$ cat src/rtl/task_launch_ctrl_pkg.sv
// Shared types and defaults for the multi-channel job launcher.
// Imported by the interface, the arbiter and the top.
package task_launch_ctrl_pkg;

  localparam int N_CH_DEF      = 4;
  localparam int ARG_W_DEF     = 32;
  localparam int TIMEOUT_W_DEF = 16;

  typedef enum logic [1:0] {
    IDLE,
    LAUNCH,
    BUSY
  } state_t;

  typedef struct packed {
    logic busy;
    logic err_any;
    logic cmpl_timeout;
  } flags_t;

  typedef struct packed {
    logic err_clear;
  } ctrl_t;

endpackage

$ cat src/rtl/task_launch_ctrl_if.sv
// Request, launch and completion bundle of the job launcher.
// master is the environment side, slave is the controller.
interface task_launch_ctrl_if
  import task_launch_ctrl_pkg::*;
#(
  parameter int N_CH  = N_CH_DEF,
  parameter int ARG_W = ARG_W_DEF
);
  localparam int CH_W = $clog2(N_CH);

  logic [N_CH-1:0]       start_valid;
  logic [N_CH-1:0]       start_ready;
  logic [N_CH*ARG_W-1:0] start_arg;

  logic             launch_valid;
  logic             launch_ready;
  logic [ARG_W-1:0] launch_arg;
  logic [CH_W-1:0]  launch_ch;

  logic dp_done;
  logic dp_abort;

  logic            cmpl_valid;
  logic [CH_W-1:0] cmpl_ch;
  logic            cmpl_timeout;

  modport master (
    output start_valid, start_arg,
    output launch_ready, dp_done,
    input  start_ready,
    input  launch_valid, launch_arg, launch_ch,
    input  dp_abort,
    input  cmpl_valid, cmpl_ch, cmpl_timeout
  );

  modport slave (
    input  start_valid, start_arg,
    input  launch_ready, dp_done,
    output start_ready,
    output launch_valid, launch_arg, launch_ch,
    output dp_abort,
    output cmpl_valid, cmpl_ch, cmpl_timeout
  );

endinterface

$ cat src/rtl/task_launch_ctrl_rr_arbiter.sv
// Combinational round-robin grant starting at ptr, plus the
// next pointer value (grant + 1 mod N) when advance is high.
module rr_arbiter #(
  parameter  int N = 4,
  localparam int W = $clog2(N)
) (
  input  logic [N-1:0] req,
  input  logic [W-1:0] ptr,
  input  logic         advance,
  output logic [N-1:0] gnt,
  output logic [W-1:0] gnt_idx,
  output logic [W-1:0] ptr_nxt
);

  always_comb begin
    logic         found;
    logic [W-1:0] sel;
    gnt     = '0;
    gnt_idx = '0;
    found   = 1'b0;
    sel     = '0;
    for (int i = 0; i < N; i++) begin
      sel = W'((int'(ptr) + i) % N);
      if (!found && req[sel]) begin
        found      = 1'b1;
        gnt[sel]   = 1'b1;
        gnt_idx    = sel;
      end
    end
  end

  always_comb begin
    ptr_nxt = ptr;
    if (advance) begin
      if (int'(gnt_idx) == N - 1)
        ptr_nxt = '0;
      else
        ptr_nxt = gnt_idx + W'(1);
    end
  end

endmodule

$ cat src/rtl/task_launch_ctrl.sv
// Round-robin job launcher: start -> launch -> wait done/timeout,
// then a one-cycle completion report per channel.
module task_launch_ctrl
  import task_launch_ctrl_pkg::*;
#(
  parameter  int N_CH      = N_CH_DEF,
  parameter  int ARG_W     = ARG_W_DEF,
  parameter  int TIMEOUT_W = TIMEOUT_W_DEF,
  localparam int CH_W      = $clog2(N_CH)
) (
  input  logic                 clk,
  input  logic                 rst,
  input  logic [TIMEOUT_W-1:0] cfg_timeout,
  input  logic                 err_clear,
  output logic                 busy,
  output logic [N_CH-1:0]      err_sticky,
  task_launch_ctrl_if.slave    bus
);

  state_t state_q, state_d;

  logic [CH_W-1:0]      ptr_q, ptr_nxt, gnt_idx, ch_q;
  logic [N_CH-1:0]      req, gnt, err_q, err_set;
  logic [ARG_W-1:0]     arg_q;
  logic [TIMEOUT_W-1:0] tmo_q, timer_q;
  logic                 start_hs, launch_hs;
  logic                 done_ev, tmo_ev, fin;
  logic                 cmpl_valid_q, cmpl_timeout_q;
  logic                 dp_abort_q;
  logic [CH_W-1:0]      cmpl_ch_q;
  ctrl_t                ctrl;

  assign ctrl.err_clear = err_clear;

  // Grants are only offered in IDLE and never while reset is held.
  assign req = (state_q == IDLE && !rst) ? bus.start_valid : '0;

  rr_arbiter #(.N(N_CH)) u_arb (
    .req     (req),
    .ptr     (ptr_q),
    .advance (start_hs),
    .gnt     (gnt),
    .gnt_idx (gnt_idx),
    .ptr_nxt (ptr_nxt)
  );

  assign start_hs  = |gnt;
  assign launch_hs = (state_q == LAUNCH) && bus.launch_ready;
  assign done_ev   = (state_q == BUSY) && bus.dp_done;
  assign tmo_ev    = (state_q == BUSY) && !bus.dp_done
                  && (tmo_q != '0)
                  && (timer_q == tmo_q - TIMEOUT_W'(1));
  assign fin       = done_ev | tmo_ev;
  assign err_set   = tmo_ev ? (N_CH'(1) << ch_q) : '0;

  always_comb begin
    state_d = state_q;
    unique case (state_q)
      IDLE:    if (start_hs) state_d = LAUNCH;
      LAUNCH:  if (bus.launch_ready) state_d = BUSY;
      BUSY:    if (fin) state_d = IDLE;
      default: state_d = IDLE;
    endcase
  end

  always_ff @(posedge clk or posedge rst) begin
    if (rst) state_q <= IDLE;
    else     state_q <= state_d;
  end

  always_ff @(posedge clk or posedge rst) begin
    if (rst) begin
      ptr_q          <= '0;
      arg_q          <= '0;
      ch_q           <= '0;
      tmo_q          <= '0;
      timer_q        <= '0;
      cmpl_valid_q   <= 1'b0;
      cmpl_timeout_q <= 1'b0;
      cmpl_ch_q      <= '0;
      dp_abort_q     <= 1'b0;
      err_q          <= '0;
    end else begin
      ptr_q <= ptr_nxt;
      if (start_hs) begin
        arg_q <= bus.start_arg[int'(gnt_idx)*ARG_W +: ARG_W];
        ch_q  <= gnt_idx;
      end
      // Zero timeout leaves the timer parked at all-ones.
      if (launch_hs) begin
        tmo_q   <= cfg_timeout;
        timer_q <= '0;
      end else if (state_q == BUSY && timer_q != '1) begin
        timer_q <= timer_q + TIMEOUT_W'(1);
      end
      cmpl_valid_q   <= fin;
      cmpl_timeout_q <= tmo_ev;
      cmpl_ch_q      <= fin ? ch_q : '0;
      dp_abort_q     <= tmo_ev;
      err_q <= (err_q & ~{N_CH{ctrl.err_clear}}) | err_set;
    end
  end

  assign bus.start_ready  = gnt;
  assign bus.launch_valid = (state_q == LAUNCH);
  assign bus.launch_arg   = arg_q;
  assign bus.launch_ch    = ch_q;
  assign bus.dp_abort     = dp_abort_q;
  assign bus.cmpl_valid   = cmpl_valid_q;
  assign bus.cmpl_ch      = cmpl_ch_q;
  assign bus.cmpl_timeout = cmpl_timeout_q;
  assign busy             = (state_q != IDLE);
  assign err_sticky       = err_q;

endmodule

$ cat src/flat_wrapper.sv
// flat-port wrapper written by rule: the top's interface ports become plain ports
module task_launch_ctrl_flat import task_launch_ctrl_pkg::*;
#(
  parameter  int N_CH      = N_CH_DEF,
  parameter  int ARG_W     = ARG_W_DEF,
  parameter  int TIMEOUT_W = TIMEOUT_W_DEF,
  localparam int CH_W      = $clog2(N_CH)
)
  (clk, rst, cfg_timeout, err_clear, busy, err_sticky, bus_start_valid, bus_start_arg, bus_launch_ready, bus_dp_done, bus_start_ready, bus_launch_valid, bus_launch_arg, bus_launch_ch, bus_dp_abort, bus_cmpl_valid, bus_cmpl_ch, bus_cmpl_timeout);
  task_launch_ctrl_if #(.N_CH(N_CH), .ARG_W(ARG_W)) bus_i ();
  input  logic clk;
  input  logic rst;
  input  logic [TIMEOUT_W-1:0] cfg_timeout;
  input  logic err_clear;
  output logic busy;
  output logic [N_CH-1:0] err_sticky;
  input wire logic [$bits(bus_i.start_valid)-1:0] bus_start_valid;
  input wire logic [$bits(bus_i.start_arg)-1:0] bus_start_arg;
  input wire logic [$bits(bus_i.launch_ready)-1:0] bus_launch_ready;
  input wire logic [$bits(bus_i.dp_done)-1:0] bus_dp_done;
  output wire logic [$bits(bus_i.start_ready)-1:0] bus_start_ready;
  output wire logic [$bits(bus_i.launch_valid)-1:0] bus_launch_valid;
  output wire logic [$bits(bus_i.launch_arg)-1:0] bus_launch_arg;
  output wire logic [$bits(bus_i.launch_ch)-1:0] bus_launch_ch;
  output wire logic [$bits(bus_i.dp_abort)-1:0] bus_dp_abort;
  output wire logic [$bits(bus_i.cmpl_valid)-1:0] bus_cmpl_valid;
  output wire logic [$bits(bus_i.cmpl_ch)-1:0] bus_cmpl_ch;
  output wire logic [$bits(bus_i.cmpl_timeout)-1:0] bus_cmpl_timeout;
  assign bus_i.start_valid = bus_start_valid;
  assign bus_i.start_arg = bus_start_arg;
  assign bus_i.launch_ready = bus_launch_ready;
  assign bus_i.dp_done = bus_dp_done;
  assign bus_start_ready = bus_i.start_ready;
  assign bus_launch_valid = bus_i.launch_valid;
  assign bus_launch_arg = bus_i.launch_arg;
  assign bus_launch_ch = bus_i.launch_ch;
  assign bus_dp_abort = bus_i.dp_abort;
  assign bus_cmpl_valid = bus_i.cmpl_valid;
  assign bus_cmpl_ch = bus_i.cmpl_ch;
  assign bus_cmpl_timeout = bus_i.cmpl_timeout;
  task_launch_ctrl #(.N_CH(N_CH), .ARG_W(ARG_W), .TIMEOUT_W(TIMEOUT_W)) u_core (.clk(clk), .rst(rst), .cfg_timeout(cfg_timeout), .err_clear(err_clear), .busy(busy), .err_sticky(err_sticky), .bus(bus_i));
endmodule
$ cat config.mk
export PLATFORM = sky130hd
export DESIGN_NAME = task_launch_ctrl_flat
export DESIGN_NICKNAME = d
export VERILOG_FILES = /design/src/rtl/task_launch_ctrl_pkg.sv /design/src/rtl/task_launch_ctrl_if.sv /design/src/rtl/task_launch_ctrl_rr_arbiter.sv /design/src/rtl/task_launch_ctrl.sv /design/src/flat_wrapper.sv
export SDC_FILE = /design/constraint.sdc
export NUM_CORES = 1
export LEC_CHECK = 0
export CORE_UTILIZATION = 44
export DETAILED_ROUTE_END_ITERATION = 16
export HOLD_SLACK_MARGIN = 0.1
export PLACE_DENSITY = 0.81
export SETUP_SLACK_MARGIN = 0.02
export SYNTH_ARGS = -nofsm -noshare
export SYNTH_HDL_FRONTEND = slang
export SYNTH_SLANG_ARGS = --single-unit
$ cat constraint.sdc
create_clock -name clk -period 4 [get_ports clk]
set_input_delay 1.2 -clock clk [delete_from_list [all_inputs] [get_ports clk]]
set_output_delay 1.2 -clock clk [all_outputs]
set_load 0.005 [all_outputs]
==> impl_metrics.env <==
export IMPL_outcome="complete, no violations"
export IMPL_nets=824
export IMPL_use_met2_pct=50.4
export IMPL_worstSetupEndpointType="output port"
export IMPL_p_per_area_nw_per_um2=665
export IMPL_cts_made_buffers=9
export IMPL_grt_pass1_wl_mm=24.9
export IMPL_die_width_um=109
export IMPL_syn_inst=445
export IMPL_cp_start_kind="primary input"
export IMPL_mostFrequentLayoutCells="clkdlybuf4s50_1, dfrtp_1, nand2_1"
export IMPL_slew_headroom_pct=44.6
export IMPL_syn_avg_cell_area_um2=11.4
export IMPL_hold_class="reg -> reg"
export IMPL_yosys_register_bits=78
export IMPL_ant_nets=0
export IMPL_rr_worst_depth=11
export IMPL_comb_power_share_pct=54.9
export IMPL_vias_per_cell=5.53
export IMPL_syn_to_final_growth_pct=53.4
export IMPL_place_congestion=0.919
export IMPL_die_y_um=109
export IMPL_rsz0062_at_grt="false"
export IMPL_clock_tree_htree_level_count=3
export IMPL_ir_worst_vdd_mv=0.441
export IMPL_finalCriticalPeriod_ns=3.91
export IMPL_cp_cell_sequence="buf_6 -> buf_6 -> and3b_1 -> o211ai_1 -> o31ai_1 -> buf_4 -> buf_4 -> a221oi_2 -> nor2_1 -> buf_2"
export IMPL_grt_busiest_layer="met2"
export IMPL_whs_endpoint="u_core.err_sticky[2]"
export IMPL_synth_ff_type="dfrtp_1"
export IMPL_clk_latency_ns=0.34
export IMPL_clock_path_buffers=2
export IMPL_synth_net_count=605
export IMPL_path_clk_slew_ns=0.06
export IMPL_hold_depth=1
export IMPL_ios=202
export IMPL_critPathMaxStageDelay_ns=0.33
export IMPL_finalMaxSlewViolations=0
export IMPL_grt_max_degree=46
export IMPL_critPathRequiredTime_ns=2.80
export IMPL_placed_cells=784
export IMPL_yosysSeqAreaShare_pct=38.5
export IMPL_path_buf_inv=5
export IMPL_power_leakage_nw=3.22
export IMPL_vias=4472
export IMPL_cts_num_sinks=78
export IMPL_met3_usage_pct=8.71
export IMPL_drc=0
export IMPL_async_reset_ff_share_pct=100
export IMPL_dp_hpwl_mm=12.0
export IMPL_nFillCells=774
export IMPL_drt_iter0_drc=210
export IMPL_root_buffer="clkbuf_16"
export IMPL_tritoncts="done"
export IMPL_crit_arrival_ns=2.71
export IMPL_antenna_cells=0
export IMPL_r2r_end="u_core.bus.launch_arg[30]"
export IMPL_skew_ns=0.00409
export IMPL_synthTopCellsByArea="dfrtp_1, mux4_2, mux2_4, nand2_1, xor2_1"
export IMPL_grt_pass1_vias=4822
export IMPL_floorplan_initialDensity_pct=46.0
export IMPL_routed_wl_mm=15.8
export IMPL_worst_hold_startpoint="u_core.err_sticky[2]"
export IMPL_rows=38
export IMPL_synth_top_area_share_pct=38.5
export IMPL_hold_viol=0
export IMPL_fin_cells=809
export IMPL_synth_cell_types=61
export IMPL_power_internal_mw=3.36
export IMPL_met1_usage_pct=30.8
export IMPL_synth_yosys_warnings=0
export IMPL_p_sw_mw=1.82
export IMPL_pwr_share_clk_pct=18.6
export IMPL_fmax_ghz=0.256
export IMPL_wl_per_cell_um=19.5
export IMPL_switching_share_pct=35.1
export IMPL_path_depth=10
export IMPL_holdWs_ns=0.512
export IMPL_synth_edf_count=0
export IMPL_dieArea_um2=12000
export IMPL_drv_cap=0
export IMPL_worstPathMaxFanout=4
export IMPL_firstDrtPassIters=4
export IMPL_finalCritPeriodShare_pct=97.6
export IMPL_cpMaxStageDelayCell="a221oi_2"
export IMPL_final_common_cell="clkdlybuf4s50_1"
export IMPL_crit_family="buffers and inverters"
export IMPL_yosys_area_top_type="dfrtp_1"
export IMPL_worstSetupPathType="in -> out"
export IMPL_gr_usage_all_layers_pct=27.9
export IMPL_reg2reg_slack_ns=0.86
export IMPL_setup_violations_final=0
export IMPL_core_um2=11000
export IMPL_drive_gt1_share_pct=22.6
export IMPL_gr_total_overflow=0
export IMPL_tns_ns=0
export IMPL_port_buffers=201
export IMPL_syn_area_um2=5070
export IMPL_worst_slew_pin_slew_ns=0.830
export IMPL_pwr_share_seq_pct=26.4
export IMPL_antenna_found_initial=0
[worst register-to-register path, delay by kind of cell (launching register included)]
family                   cells  cell delay (ns)
multiplexers                 2             0.98
AO/OA/AOI/OAI                2             0.27
flip-flops                   1             0.35
adder cells (fa/ha/maj)      1             0.50
buffers and inverters        4             0.57
AND/OR/NAND/NOR              2             0.36
[cell families (layout without fill, tap and decap cells)]
logic type                 count (synthesis)  after routing  synth area share [%]
adders and majority gates                  7              7                  1.73
AOI/OAI and AO/OA                         59             59                  8.31
DFF                                       78             78                  38.5
xor gates and xnor gates                  33             33                  5.70
and+or+nand+nor                          153            153                  15.2
buffers and inverters                     44            268                  5.35
muxes                                     71             71                  25.3
[through the flow]
stage	util, %	area, µm²	worst slack (ns)	total power [mW]
after floorplan	-	5070	0.358	3.13
after global placement	66.3	7310	-0.581	3.98
after detailed placement	66.3	7310	-0.666	4.09
after CTS	70.2	7740	0.00801	5.13
after global routing	70.6	7780	0.0102	5.46
final	70.6	7780	0.0950	5.17
[state kept, by name (all words and copies together) (netlist names), named ones only]
register,count
u_core.bus.launch_arg,32
u_core.ptr_q,1
u_core.state_q,2
u_core.bus.cmpl_valid,1
u_core.tmo_q,16
u_core.bus.cmpl_timeout,1
u_core.timer_q,16
u_core.bus.launch_ch,2
u_core.bus.cmpl_ch,2
u_core.err_sticky,4
[routing by layer]
metal | share of wire [%] | vias up
met3 | 8.1 | 31
li1 | - | 2058
met1 | 37 | 2220
met5 | 0 | -
met2 | 53 | 163
met4 | 2.2 | 0
[synth_stat cells, types with 3 or more instances]
cell type,number
a211oi_1,3
a21oi_1,10
a221oi_1,4
a22o_1,3
a31oi_1,3
buf_12,4
buf_2,6
buf_6,4
clkbuf_1,11
dfrtp_1,78
ha_1,7
inv_1,17
mux2_2,8
mux2_4,27
mux4_2,34
nand2_1,57
nand2b_1,4
nand3_1,9
nand3b_1,3
nand4_1,5
nor2_1,34
nor2b_1,3
nor3_1,5
nor3b_1,3
nor4_1,5
o21ai_0,12
o31ai_1,3
or2_2,4
or3_1,5
or4_1,3
xnor2_1,16
xor2_1,17
[how the worst max path moves through the flow]
stage                             startpoint                 end  slack [ns]
after global placement    bus_start_valid[3]  bus_start_ready[0]       -0.58
after global routing      bus_start_valid[1]  bus_start_ready[1]        0.01
after CTS                 bus_start_valid[1]  bus_start_ready[2]       0.008
after floorplan           bus_start_valid[0]  bus_start_ready[3]        0.36
after detailed placement  bus_start_valid[3]  bus_start_ready[2]       -0.67
final                     bus_start_valid[1]  bus_start_ready[3]        0.09
[layout make-up]
class                      instances  area, µm²  area share (%)
inverter                          18       68.8           0.884
timing repair buffer             234       2290            29.5
sequential                        78       1950            25.1
clock inverter                     7        121            1.56
multi-input combinational        323       2950            37.8
tap                              140        175            2.25
clock buffer                       9        225            2.89
[power groups by stage]
stage	Combinational (mW)	Clock, mW	Sequential, mW
6_report	2.84	0.964	1.37
5_1_grt	3.05	1.01	1.40
4_1_cts	2.79	0.979	1.36
3_5_place_dp	2.73	0	1.35
3_3_place_gp	2.63	0	1.35
2_1_floorplan	1.82	0	1.31
[what timing repair did]
item                       in CTS  in global routing
hold buffers                    0                  0
pin swaps                      10                  7
buffers inserted                6                  3
setup endpoints to repair       4                  4
resized for setup              36                 13
(Power assumes the default switching activity.)
